`src/rtl/if_id_stage_reg.sv`:
```
// if_id_stage_reg: IF/ID pipeline register with stall/flush, exception merge and saturating perf counters
module if_id_stage_reg #(
  parameter int DW = 32,
  parameter int EXC_W = 5,
  parameter logic [DW-1:0] PC_LO = DW'(32'h0000_3000),
  parameter logic [DW-1:0] PC_HI = DW'(32'h0000_4FFC),
  parameter logic [EXC_W-1:0] EXC_ADEL = EXC_W'(4),
  parameter int CNT_W = 16
) (
  input  logic             clk,
  input  logic             reset,
  input  logic             stall,
  input  logic             flush,
  input  logic             valid_in,
  input  logic [DW-1:0]    ir,
  input  logic [DW-1:0]    pc,
  input  logic [EXC_W-1:0] exc_in,
  input  logic             bd_in,
  output logic [DW-1:0]    ir_d,
  output logic [DW-1:0]    pc_d,
  output logic [DW-1:0]    pc4_d,
  output logic [DW-1:0]    pc8_d,
  output logic [EXC_W-1:0] exc_d,
  output logic             bd_d,
  output logic             valid_d,
  output logic [CNT_W-1:0] stall_cnt,
  output logic [CNT_W-1:0] flush_cnt
);
  logic bad, adel;
  logic [EXC_W-1:0] exc_nx;
  // upstream exception codes always take precedence over the local address check
  always_comb begin
    bad = (pc[1:0] != 2'b00) || (pc < PC_LO) || (pc > PC_HI);
    adel = (exc_in == '0) && valid_in && bad;
    exc_nx = (exc_in != '0) ? exc_in : adel ? EXC_ADEL : '0;
  end
  always_ff @(posedge clk) begin
    if (reset) begin
      ir_d <= '0;
      pc_d <= PC_LO;
      pc4_d <= PC_LO + DW'(4);
      pc8_d <= PC_LO + DW'(8);
      exc_d <= '0;
      bd_d <= 1'b0;
      valid_d <= 1'b0;
      stall_cnt <= '0;
      flush_cnt <= '0;
    end else if (flush) begin
      ir_d <= '0;
      pc_d <= pc;
      pc4_d <= pc + DW'(4);
      pc8_d <= pc + DW'(8);
      exc_d <= '0;
      bd_d <= 1'b0;
      valid_d <= 1'b0;
      flush_cnt <= flush_cnt + CNT_W'(flush_cnt != '1);
    end else if (stall) begin
      stall_cnt <= stall_cnt + CNT_W'(valid_d && (stall_cnt != '1));
    end else begin
      ir_d <= adel ? '0 : ir;
      pc_d <= pc;
      pc4_d <= pc + DW'(4);
      pc8_d <= pc + DW'(8);
      exc_d <= exc_nx;
      bd_d <= bd_in;
      valid_d <= valid_in;
    end
  end
endmodule

```
`config.mk`:
```
export PLATFORM = sky130hd
export DESIGN_NAME = if_id_stage_reg
export DESIGN_NICKNAME = d
export VERILOG_FILES = /design/src/rtl/if_id_stage_reg.sv
export SDC_FILE = /design/constraint.sdc
export NUM_CORES = 1
export LEC_CHECK = 0
export ABC_CLOCK_PERIOD_IN_PS = 2000
export BUFFER_PORTS_ARGS = -buffer_cell sky130_fd_sc_hd__buf_4
export CAP_MARGIN = 20
export CORE_ASPECT_RATIO = 1.75
export CORE_MARGIN = 2
export CORE_UTILIZATION = 35
export CTS_BUF_LIST = sky130_fd_sc_hd__clkbuf_16
export DETAILED_ROUTE_END_ITERATION = 8
export PLACE_DENSITY = 0.66
export SLEW_MARGIN = 30
export SYNTH_ARGS = -nofsm -noshare
export SYNTH_HDL_FRONTEND = slang
export SYNTH_SLANG_ARGS = --single-unit
```
`constraint.sdc`:
```
create_clock -name clk -period 2 [get_ports clk]
set_input_delay 0.1 -clock clk [delete_from_list [all_inputs] [get_ports clk]]
set_output_delay 0.1 -clock clk [all_outputs]
set_load 0.01 [all_outputs]
```
**Word level (Yosys, flattened, before mapping)**

Cells that the tools add are included.

- Output and inout port bits: 167
- Bits of input ports: 75
- Flip-flop bits (word level): 167
- Logic and storage cells: 38

- Bitwise gates (word level): 1
- Equality and inequality tests: 3
- Muxes and demuxes: 9
- $lt $le $gt $ge: 2
- Add/subtract/negate cells: 4
- Reduce and logical (&&, ||, !) cells: 10

Operators by type and width:

| kind | number |
|---|---|
| 2-to-1 mux 32 bit | 7 |
| adder 16 x 1 -> 16 bit | 2 |
| adder 32 x 3 -> 32 bit, second input constant | 1 |
| adder 32 x 4 -> 32 bit, second input constant | 1 |
| > comparator 32 x 15 -> 1 bit, second input constant | 1 |
| less-than comparator 32 x 14 -> 1 bit, second input constant | 1 |
| != test 16 bit, second input constant | 2 |
| logical NOT 5 bit | 1 |
| 2-to-1 mux 5 bit | 1 |
| nonzero test 5 bit | 1 |
| logical AND 1 bit | 3 |
| 2-to-1 mux 3 bit | 1 |
| logical OR 1 bit | 2 |
| != test 2 x 1 -> 1 bit, second input constant | 1 |
| AND reduction 2 bit | 1 |
| nonzero test 2 bit | 1 |
| OR reduction 2 bit | 1 |
| inverter 1 bit | 1 |

**Logic depth before layout (Yosys ltp)**

Gate-level depths: netlist of the first run.

- Word-level depth: 6
- Mapped depth: 10
- Gate-level depth less buffers: 10

**Worst setup path before layout of the first run**

No wires, ideal clock.

- Path type: flip-flop to flip-flop
- Start point: register stall_cnt[6]
- End point: register stall_cnt[12]
- Required time: 1872 ps
- Setup time: 128 ps
- Clock period less this slack: 2284 ps
- Stages on the path, launching flop included: 11
- Arrival time: 2157 ps
- Path slack: -284 ps
- Path buffers: 0
- Cell sequence: dfxtp_1 > and4_1 > and4_1 > nand3_1 > o21a_1 > ha_1 > ha_1 > and3_1 > and4_1 > xnor2_1 > nor2_1

- Longest elaborated chain between the ends: 3

Ends and longest elaborated chain:

| what | line | source |
|---|---|---|
| from (decl) | 26 | `output logic [CNT_W-1:0] stall_cnt,` |
| from (signal assigned) | 58 | `stall_cnt <= stall_cnt + CNT_W'(valid_d && (stall_cnt != '1));` |
| != test 16 bit | 58 |  |
| logical AND 1 bit | 58 |  |
| adder 16 x 1 -> 16 bit * | 58 |  |

Every way passes the cells marked *; elsewhere a longest branch is shown, timed or not.
A chain may end at the register's enable or synchronous reset.

**Worst setup path after layout of the first run**

- Start point: register stall_cnt[6]
- End point: register stall_cnt[11]

The elaborated chain is that of the path after synthesis.

==> results of run 1 <==
cell families (layout without fill, tap and decap cells):
logic type,Yosys count,after routing
AOI/OAI and AO/OA,126,126
xor gates and xnor gates,73,73
adders and majority gates,6,6
buffers and inverters,82,405
DFF,162,162
muxes,14,14
and+or+nand+nor,398,398
registers in the layout, summed over array words and instances, names as in the netlist:
| signal | count |
|---|---|
| flush_cnt | 16 |
| pc_d | 32 |
| valid_d | 1 |
| bd_d | 1 |
| exc_d | 5 |
| pc8_d | 29 |
| pc4_d | 30 |
| stall_cnt | 16 |
| ir_d | 32 |
per-layer routing:
layer,share of wire (%),up-vias
li1,-,3586
met1,38,3383
met2,53,197
met3,5.3,62
met4,4.7,0
met5,0,-
cell type report:
class	count	area, µm²
clock buffers	17	425
inverters	1	3.75
flip-flops and latches	162	3260
well taps	248	310
repair buffers	372	3020
clock inverters	15	168
fillers	1888	9390
multi-input cells	617	3790
cell usage after synthesis (2+ instances only):
master / instances / area (µm²)
buf_1: 6 / 22.5
a211oi_1: 40 / 300
nand3_1: 62 / 310
xnor2_1: 27 / 236
a21oi_1: 39 / 195
nand4_1: 20 / 125
nand2_1: 107 / 402
or3_2: 2 / 15.0
buf_6: 2 / 22.5
nor2_1: 104 / 390
xor2_1: 46 / 403
nand4_4: 3 / 63.8
nor4_1: 9 / 56.3
buf_4: 12 / 90.1
ha_1: 6 / 75.1
clkbuf_1: 44 / 165
and4_1: 8 / 70.1
a311oi_1: 2 / 17.5
nor4_4: 2 / 42.5
nand3b_1: 35 / 263
a211oi_2: 4 / 50.1
dfxtp_1: 162 / 3240
mux2i_1: 14 / 140
o21ai_0: 38 / 190
nor3_1: 21 / 105
nand2b_1: 8 / 50.1
and3_1: 9 / 56.3
buf_2: 16 / 80.1
worst paths after layout:
check | start | end | slack, ps | cells past startpoint
worst max-delay path | stall_cnt[6] | stall_cnt[11] | -110 | 10
worst min-delay path | pc[9] | pc_d[9] | 20 | 3
worst max register to register | stall_cnt[6] | stall_cnt[11] | -110 | 10
worst min register to register | pc_d[3] | pc_d[3] | 460 | 2
metrics by stage:
stage | TNS (ps) | cell area [µm²] | utilization [%] | power, µW | setup WS, ps
floorplan | -187 | 7330 | - | 4060 | -102
global placement | -415 | 9580 | 47.0 | 4580 | -128
detailed placement | -618 | 9580 | 47.0 | 4590 | -152
CTS | -190 | 10900 | 53.3 | 8010 | -74.3
global route | -939 | 11000 | 53.9 | 8230 | -165
finish | -285 | 11000 | 53.9 | 7930 | -107
report_power, final:
group	switching, µW	internal [µW]	total [µW]
Combinational	594	565	1160
Sequential	86.7	3380	3470
Clock	1350	1950	3300
timing repair:
item,4_1_cts,5_1_grt
pin swaps,8,16
endpoints found under the setup margin,11,24
gates resized for setup,5,19
endpoints found under the hold margin,67,0
hold buffers,66,0
setup buffers,2,7
worst min-delay path, delay by kind of cell:
kind,cells,cell delay [ps]
buffers and inverters,1,160
AOI/OAI and AO/OA,1,60
and+or+nand+nor,1,70
==> metrics.txt, run 1 <==
final WL 23800 µm; Final Hold Fails 0; Placed Cells 1326; first-pass GRT wire length 37500 µm; power per cell area 722 nW/µm²; Post-synth EDFFs 0; largest net degree at the start of global routing 128; routed vias 7228; Synth Area in XOR/XNOR 8.77%; WP data arrival 2400 ps; maximum net fanout on the critical path 4; layout cells sized above 1 32.4%; via/cell ratio 5.05; cell area after synthesis 7290 µm²; Tot GR Track Use 21.4%; chip height 195 µm; n_diodes 0; NumNets Final 1252; DR DRC count 13; number of global-route vias before repair 7095; Mapped Cells 861; hpwl dp 16900 µm; Area Growth Syn to Fin 50.7%; Seq cells post-synth 162; Hold Crit Class in -> reg; M1 GR Usage 23.2%; status finished, violations left; Final min period 2110 ps; Iteration-0 DRC Markers 529; Slowest cell on crit path dfxtp_4; TritonRoute pass-1 iters 7; FMAX 475 MHz; CP required 2290 ps; port bufs 241; failing checks design-rule violations, negative setup slack; Fin Hold WS 17.8 ps; Root Buffer clkbuf_16; delay-heaviest family, CP simple AND/OR/NAND/NOR gates; Netlist cell types 41; max_slew headroom 57.0%; Die X 113 µm; Routed Antenna Nets 0; CTS tree done; Clk Latency, worst-skew pair 430 ps; endpoints failing setup 5; Top Ports 242; Worst setup EP type flop; max_cap viols 0; Wirelength per Cell 16.6 µm; setup ws final -107 ps; top_reg_cell synth dfxtp_1; largest family of logic cells by synthesized area simple AND/OR/NAND/NOR gates; clock sinks 162; Reg clk slew, reported paths 60 ps; peak supply drop 490 µV; initial antenna violation count 0; fin cells 1432; slowest stage delay, CP 340 ps; commonest non-fill, non-tap cells in the layout buf_4 (300), dfxtp_1 (154), nand2_1 (104); leakage 0.00465 µW; clk buf depth 2; simple-gate share of the synthesized area 27.7%; mux cell area share after synthesis 1.92%; final max-slew violation count 0; most used routing layer in global routing met2; total grt overflow 0; critical path, cell by cell and4_4 > and4_4 > nand3_2 > o21a_1 > ha_4 > buf_4 > and4_4 > and3_4 > xnor2_2 > nor2_1; met2 Usage GRT 37.7%; H-tree Lvls 4; ys async rst share 0%; commonest non-fill, non-tap cell in the layout buf_4; period utilization 105%; RSZ-0062 raised after global routing true; compound-cell area share of the yosys netlist 10.7%; Final Wtd Congestion 0.843; core box area 20400 µm²; post-synthesis adder-cell area fraction 1.03%; Final Skew 8.44 ps; Num CTS Buffers 17; post-synth net total 942; register area share after synthesis 44.5%; Setup CP Type reg -> reg; mean post-synth cell area 8.46 µm²; GR met3 Demand/Resource 5.14%; die area 22000 µm²; Initial Util 35.8%; Startpoint Class flop; Ys Warns 0; row cnt 69; worst path buffer plus inverter count 1; most frequent CP cell and4_4; worst slew pin tran 645 ps
(Power assumes the default switching activity.)
==> run 2, diff against run 1 <==
--- a/config.mk
+++ b/config.mk
@@ -10,10 +10,10 @@
 export CAP_MARGIN = 20
 export CORE_ASPECT_RATIO = 1.75
 export CORE_MARGIN = 2
-export CORE_UTILIZATION = 35
+export CORE_UTILIZATION = 33
 export CTS_BUF_LIST = sky130_fd_sc_hd__clkbuf_16
 export DETAILED_ROUTE_END_ITERATION = 8
-export PLACE_DENSITY = 0.66
+export PLACE_DENSITY = 0.63
 export SLEW_MARGIN = 30
 export SYNTH_ARGS = -nofsm -noshare
 export SYNTH_HDL_FRONTEND = slang
==> run 2 against run 1 <==
The run ends with negative setup slack left. Highest routed layer unchanged. Clock power rose by 2%. Flip-flop and latch count did not move. Sequential share of layout area fell by 0.088 points. Wire length rose by 1.3%. Largest cell class unchanged. Worst hold slack improved by 2.2 ps. Largest power group unchanged. Register-to-register slack improved by 50 ps. Fmax rose by 2.6%. Power rose by 0.96%. Worst setup slack improved by 53 ps. Critical path depth did not move. Clock skew fell by 0.82 ps. Final area rose by 0.18%.
==> metrics.txt, run 2 (same netlist as run 1, synthesis figures left out) <==
status finished, violations left; failing checks negative setup slack; worst slew pin tran 760 ps (+115 ps); Reg clk slew, reported paths 60 ps (about the same); routed vias 7126 (-1.4%); biggest regs ir_d: 32 flops, pc_d: 32 flops, pc4_d: 30 flops; switch share 25.4% (-0.12 points); WP data arrival 2370 ps (-30 ps); TritonRoute pass-1 iters 5 (-2); Area Growth Syn to Fin 51.0%; DR DRC count 0 (-13); core box area 21900 µm² (+7.4%); P_int 5970 µW (+1.1%); Root Buffer clkbuf_16; layout cells sized above 1 31.9% (-0.57 points); slowest stage delay, CP 340 ps (about the same); max_cap viols 0 (unchanged); clock network fraction of design power 42.2% (+0.6 points); maximum net fanout on the critical path 4 (unchanged); CP required 2310 ps (+20 ps); largest net degree at the start of global routing 66 (-48%); leakage 0.00460 µW (-1.0%); FMAX 487 MHz (+2.6%); Worst setup EP type flop; Fin Hold WS 19.9 ps (+2.19 ps); n_diodes 0 (unchanged); hold_sp pc[10]; Final Wtd Congestion 0.824 (-2.3%); Num CTS Buffers 17 (unchanged); Wirelength per Cell 16.4 µm (-1.5%); endpoints failing setup 2 (-3); Tot GR Track Use 20.5% (-0.86 points); fin cells 1473 (+2.9%); via/cell ratio 4.84 (-4.2%); clock sinks 162 (unchanged); Crit. Startpoint stall_cnt[8]; row cnt 72 (+4.3%); Comb pwr share 14.4% (-0.2 points); NetSw 2040 µW (+0.47%); Top Ports 242 (unchanged); Clk Latency, worst-skew pair 430 ps (about the same); Routed Antenna Nets 0 (unchanged); commonest non-fill, non-tap cells in the layout buf_4 (297), dfxtp_1 (157), nand2_1 (106); initial antenna violation count 0 (unchanged); commonest non-fill, non-tap cell in the layout buf_4; max_slew headroom 48.9% (-8.1 points); Iteration-0 DRC Markers 421 (-20%); H-tree Lvls 4 (unchanged); Die X 116 µm (+2.9%); critical path, cell by cell and4_4 > and4_4 > nand3_2 > o21a_1 > ha_4 > buf_4 > and4_4 > and3_4 > xnor2_2 > nor2_1; r2r startpoint stall_cnt[8]; most frequent CP cell and4_4; Hold Crit Class in -> reg; Final Core Density 50.3% (-3.6 points); hpwl dp 17200 µm (+1.8%); Slowest cell on crit path dfxtp_4; first-pass GRT wire length 37100 µm (-1.3%); Final Hold Fails 0 (unchanged); NumNets Final 1246 (-0.48%); power per cell area 728 nW/µm² (+0.77%); chip height 201 µm (+2.9%); Seq pwr share 43.4% (-0.4 points); Final Skew 7.62 ps (-0.821 ps); Initial Util 33.3% (-2.5 points); Setup CP Type reg -> reg; final WL 24100 µm (+1.3%); RSZ-0062 raised after global routing true; final max-slew violation count 0 (unchanged); clk buf depth 2 (unchanged); Startpoint Class flop; setup ws final -53.6 ps (+53.3 ps); CTS tree done; period utilization 103% (-2.7 points); die area 23300 µm² (+5.9%); port bufs 241 (unchanged); total grt overflow 0 (unchanged); peak supply drop 385 µV (-21%); number of global-route vias before repair 6865 (-3.2%); Final min period 2050 ps (-53.3 ps); Placed Cells 1373 (+3.5%)
run 2: cell count changes in the layout (fill, tap and decap cells not counted), moves of 2 or more:
cell and change:
clkinv_2 -4, dlygate4sd3_1 -2, clkinv_1 +2, dfxtp_1 +3
clkinvlp_4 +2, nand2_2 -2, buf_4 -3, dfxtp_2 -3
nand2_1 +2
run 2: per-stage QoR:
stage	setup TNS [ps]	worst slack (ps)	power, µW	instance area (µm²)
after global placement	-301	-105	4580	9620
final	-65.3	-53.6	8010	11000
after floorplan	-187	-102	4060	7330
after detailed placement	-356	-118	4590	9620
after global routing	-546	-129	8330	11000
after CTS	-65.8	-27.2	8090	10900
run 2: what timing repair did:
action | CTS | global route
buffers inserted | 1 | 4
pin swaps | 8 | 16
hold endpoints to repair | 65 | 0
hold buffers | 64 | 0
gates resized for setup | 4 | 18
setup endpoints to repair | 8 | 38
run 2: worst paths after layout:
path / endpoint / slack (ps) / depth (start not counted)
setup / recovery: stall_cnt[11] / -50 / 10
hold / removal: pc_d[10] / 20 / 3
setup reg to reg: stall_cnt[11] / -50 / 10
hold reg to reg: pc_d[8] / 450 / 2
run 2: worst max-delay path, delay by kind of cell (launching register included):
| family | cells | cell delay [ps] |
|---|---|---|
| DFF | 1 | 340 |
| adders and majority gates | 1 | 170 |
| AOI/OAI and AO/OA | 1 | 220 |
| xor gates and xnor gates | 1 | 150 |
| buffers and inverters | 1 | 140 |
| and+or+nand+nor | 6 | 910 |
run 2: per-layer routing:
layer  GRT usage, %  part of all wire [%]  up-vias
li1               -                     -     3582
met1           22.4                    38     3283
met2           35.5                    52      199
met3           5.10                   5.1       62
met4           11.4                   5.1        0
met5              0                     0        -
run 2: cell type report:
class	instances	area, µm²
sequential	162	3250
timing repair buffer	366	2960
fill	2083	10900
tap	296	370
clock buffer	18	450
clock inverter	13	158
inverter	1	3.75
multi-input combinational	617	3800
run 2: power by group through the flow:
stage,clock network (µW),logic (µW),registers (µW)
after floorplan,0,456,3610
after global placement,0,1040,3540
after detailed placement,0,1050,3550
after CTS,3460,1150,3480
after global routing,3580,1250,3490
final,3380,1150,3470
==> run 3, diff against run 2 <==
--- a/config.mk
+++ b/config.mk
@@ -14,6 +14,7 @@
 export CTS_BUF_LIST = sky130_fd_sc_hd__clkbuf_16
 export DETAILED_ROUTE_END_ITERATION = 8
 export PLACE_DENSITY = 0.63
+export SKIP_LAST_GASP = 1
 export SLEW_MARGIN = 30
 export SYNTH_ARGS = -nofsm -noshare
 export SYNTH_HDL_FRONTEND = slang
==> run 3 against run 2 <==
Non-clock buffer count unchanged. Clock power barely moved. Largest cell class unchanged. The run still ends with negative setup slack left. Worst setup slack improved by 1.9 ps. Fmax about the same. Count of clock-buffer cells in the layout unchanged. Worst hold slack hardly changed. Critical path depth did not move. Sequential power hardly changed. Power about the same. Register-to-register slack about the same. Cell count unchanged.
==> metrics.txt, run 3 (same netlist as run 1, synthesis figures left out) <==
commonest non-fill, non-tap cell in the layout buf_4; biggest regs ir_d: 32 flops, pc_d: 32 flops, pc4_d: 30 flops; Top Ports 242 (unchanged); max_cap viols 0 (unchanged); leakage 0.00460 µW (about the same); number of global-route vias before repair 6865 (unchanged); final WL 24100 µm (about the same); Final min period 2050 ps (-1.94 ps); setup ws final -51.6 ps (+1.94 ps); power per cell area 728 nW/µm² (about the same); period utilization 103% (about the same); Final Hold Fails 0 (unchanged); reg2reg end stall_cnt[11]; Post-DP Area 9620 µm² (unchanged); TritonRoute pass-1 iters 5 (unchanged); final max-slew violation count 0 (unchanged); n_diodes 0 (unchanged); Final Wtd Congestion 0.824 (unchanged); Final Skew 7.84 ps (+0.228 ps); first-pass GRT wire length 37100 µm (unchanged); r2r startpoint stall_cnt[8]; Crit. Startpoint stall_cnt[8]; Area Growth Syn to Fin 51.0% (about the same); die area 23300 µm² (unchanged); Fin Hold WS 20.4 ps (+0.458 ps); row cnt 72 (unchanged); layout cells sized above 1 31.8% (-0.085 points); reg2reg setup slack -50 ps (about the same); worst slew pin tran 749 ps (-10.3 ps); critical path, cell by cell and4_4 > and4_4 > nand3_2 > o21a_1 > ha_4 > buf_4 > and4_4 > and3_4 > xnor2_2 > nor2_1; failing checks negative setup slack; Clk Latency, worst-skew pair 430 ps (about the same); endpoints failing setup 2 (unchanged); chip height 201 µm (unchanged); Tot GR Track Use 20.5% (unchanged); H-tree Lvls 4 (unchanged); routed vias 7130 (+0.056%); slowest stage delay, CP 340 ps (about the same); Initial Util 33.3% (unchanged); Hold Crit Class in -> reg; Wirelength per Cell 16.3 µm (about the same); largest net degree at the start of global routing 66 (unchanged); core box area 21900 µm² (unchanged); FMAX 487 MHz (about the same); Reg clk slew, reported paths 60 ps (about the same); NumNets Final 1246 (unchanged); Setup TNS -62.4 ps (+2.99 ps); Fill cells 2082 (-0.048%); Worst Hold Depth 3 (unchanged); worst reg2reg path depth 10 (unchanged); Worst setup EP type flop; CP required 2310 ps (about the same); most frequent CP cell and4_4; port bufs 241 (unchanged); Die X 116 µm (unchanged); worst path buffer plus inverter count 1 (unchanged); initial antenna violation count 0 (unchanged); Hold Path Sink pc_d[10]; maximum net fanout on the critical path 4 (unchanged); RSZ-0062 raised after global routing true; Design Area, Final 11000 µm² (about the same); total grt overflow 0 (unchanged); via/cell ratio 4.84 (about the same); hpwl dp 17200 µm (unchanged); Setup CP Type reg -> reg; Num CTS Buffers 17 (unchanged); hold_sp pc[10]; WP data arrival 2360 ps (about the same); Root Buffer clkbuf_16; Iteration-0 DRC Markers 411 (-2.4%); clock sinks 162 (unchanged); CTS tree done; total power draw 8000 µW (about the same); peak supply drop 385 µV (about the same); clk buf depth 2 (unchanged); commonest non-fill, non-tap cells in the layout buf_4 (297), dfxtp_1 (157), nand2_1 (106); Startpoint Class flop; delay-heaviest family, CP simple AND/OR/NAND/NOR gates; DR DRC count 0 (unchanged); Slowest cell on crit path dfxtp_4; max_slew headroom 49.6% (+0.69 points); Routed Antenna Nets 0 (unchanged); status finished, violations left
==> run 3: cell count changes in the layout (fill, tap and decap cells not counted) <==
| cell | before | now |
|---|---|---|
| ha_2 | 2 | 1 |
| ha_1 | 1 | 2 |
==> run 3: where the power goes <==
group          switching [µW]  internal, µW  leakage (µW)  total (µW)
sequential               90.2          3380       0.00134        3470
clock                    1350          2030      0.000286        3380
combinational             591           559       0.00298        1150
total                    2030          5970       0.00460        8000
==> run 3: repair_timing <==
item | 4_1_cts | 5_1_grt
setup buffers | 1 | 4
pin swaps | 8 | 16
endpoints found under the setup margin | 8 | 38
hold buffers | 64 | 0
hold endpoints to repair | 65 | 0
gates cloned | 0 | 0
resized for setup | 4 | 17
==> run 3: worst min-delay path, cell delays in order <==
cell and delay [ps]:
buf_4 160, nand2_1 70, a21oi_1 60
==> run 3: worst max path at each step <==
stage / slack (ps) / endpoint / depth (start not counted)
3_5_place_dp: -120 / stall_cnt[11] / 10
4_1_cts: -30 / stall_cnt[12] / 10
6_report: -50 / stall_cnt[11] / 10
2_1_floorplan: -100 / stall_cnt[12] / 10
5_1_grt: -130 / stall_cnt[11] / 10
3_3_place_gp: -110 / stall_cnt[11] / 10
==> run 3: layout make-up <==
class / count / area [µm²] / share of cell area [%]
clock buffer: 18 / 450 / 4.09
clock inverter: 13 / 158 / 1.43
inverter: 1 / 3.75 / 0.0341
multi-input combinational: 617 / 3800 / 34.6
sequential: 162 / 3250 / 29.6
tap: 296 / 370 / 3.37
timing repair buffer: 366 / 2960 / 26.9
==> run 3: per-stage QoR <==
step           util [%]  cells  setup WS [ps]
3_5_place_dp       43.9   1373           -118
2_1_floorplan         -    861           -102
5_1_grt            50.3   1473           -129
4_1_cts            49.8   1469          -27.2
6_report           50.3   1473          -51.6
3_3_place_gp       43.9   1373           -105
==> run 3: layer usage <==
| metal | vias to the layer above | share of wire (%) | global-route usage [%] |
|---|---|---|---|
| met1 | 3290 | 38 | 22.4 |
| met2 | 194 | 52 | 35.5 |
| li1 | 3584 | - | - |
| met5 | - | 0 | 0 |
| met3 | 62 | 5.0 | 5.10 |
| met4 | 0 | 5.1 | 11.4 |
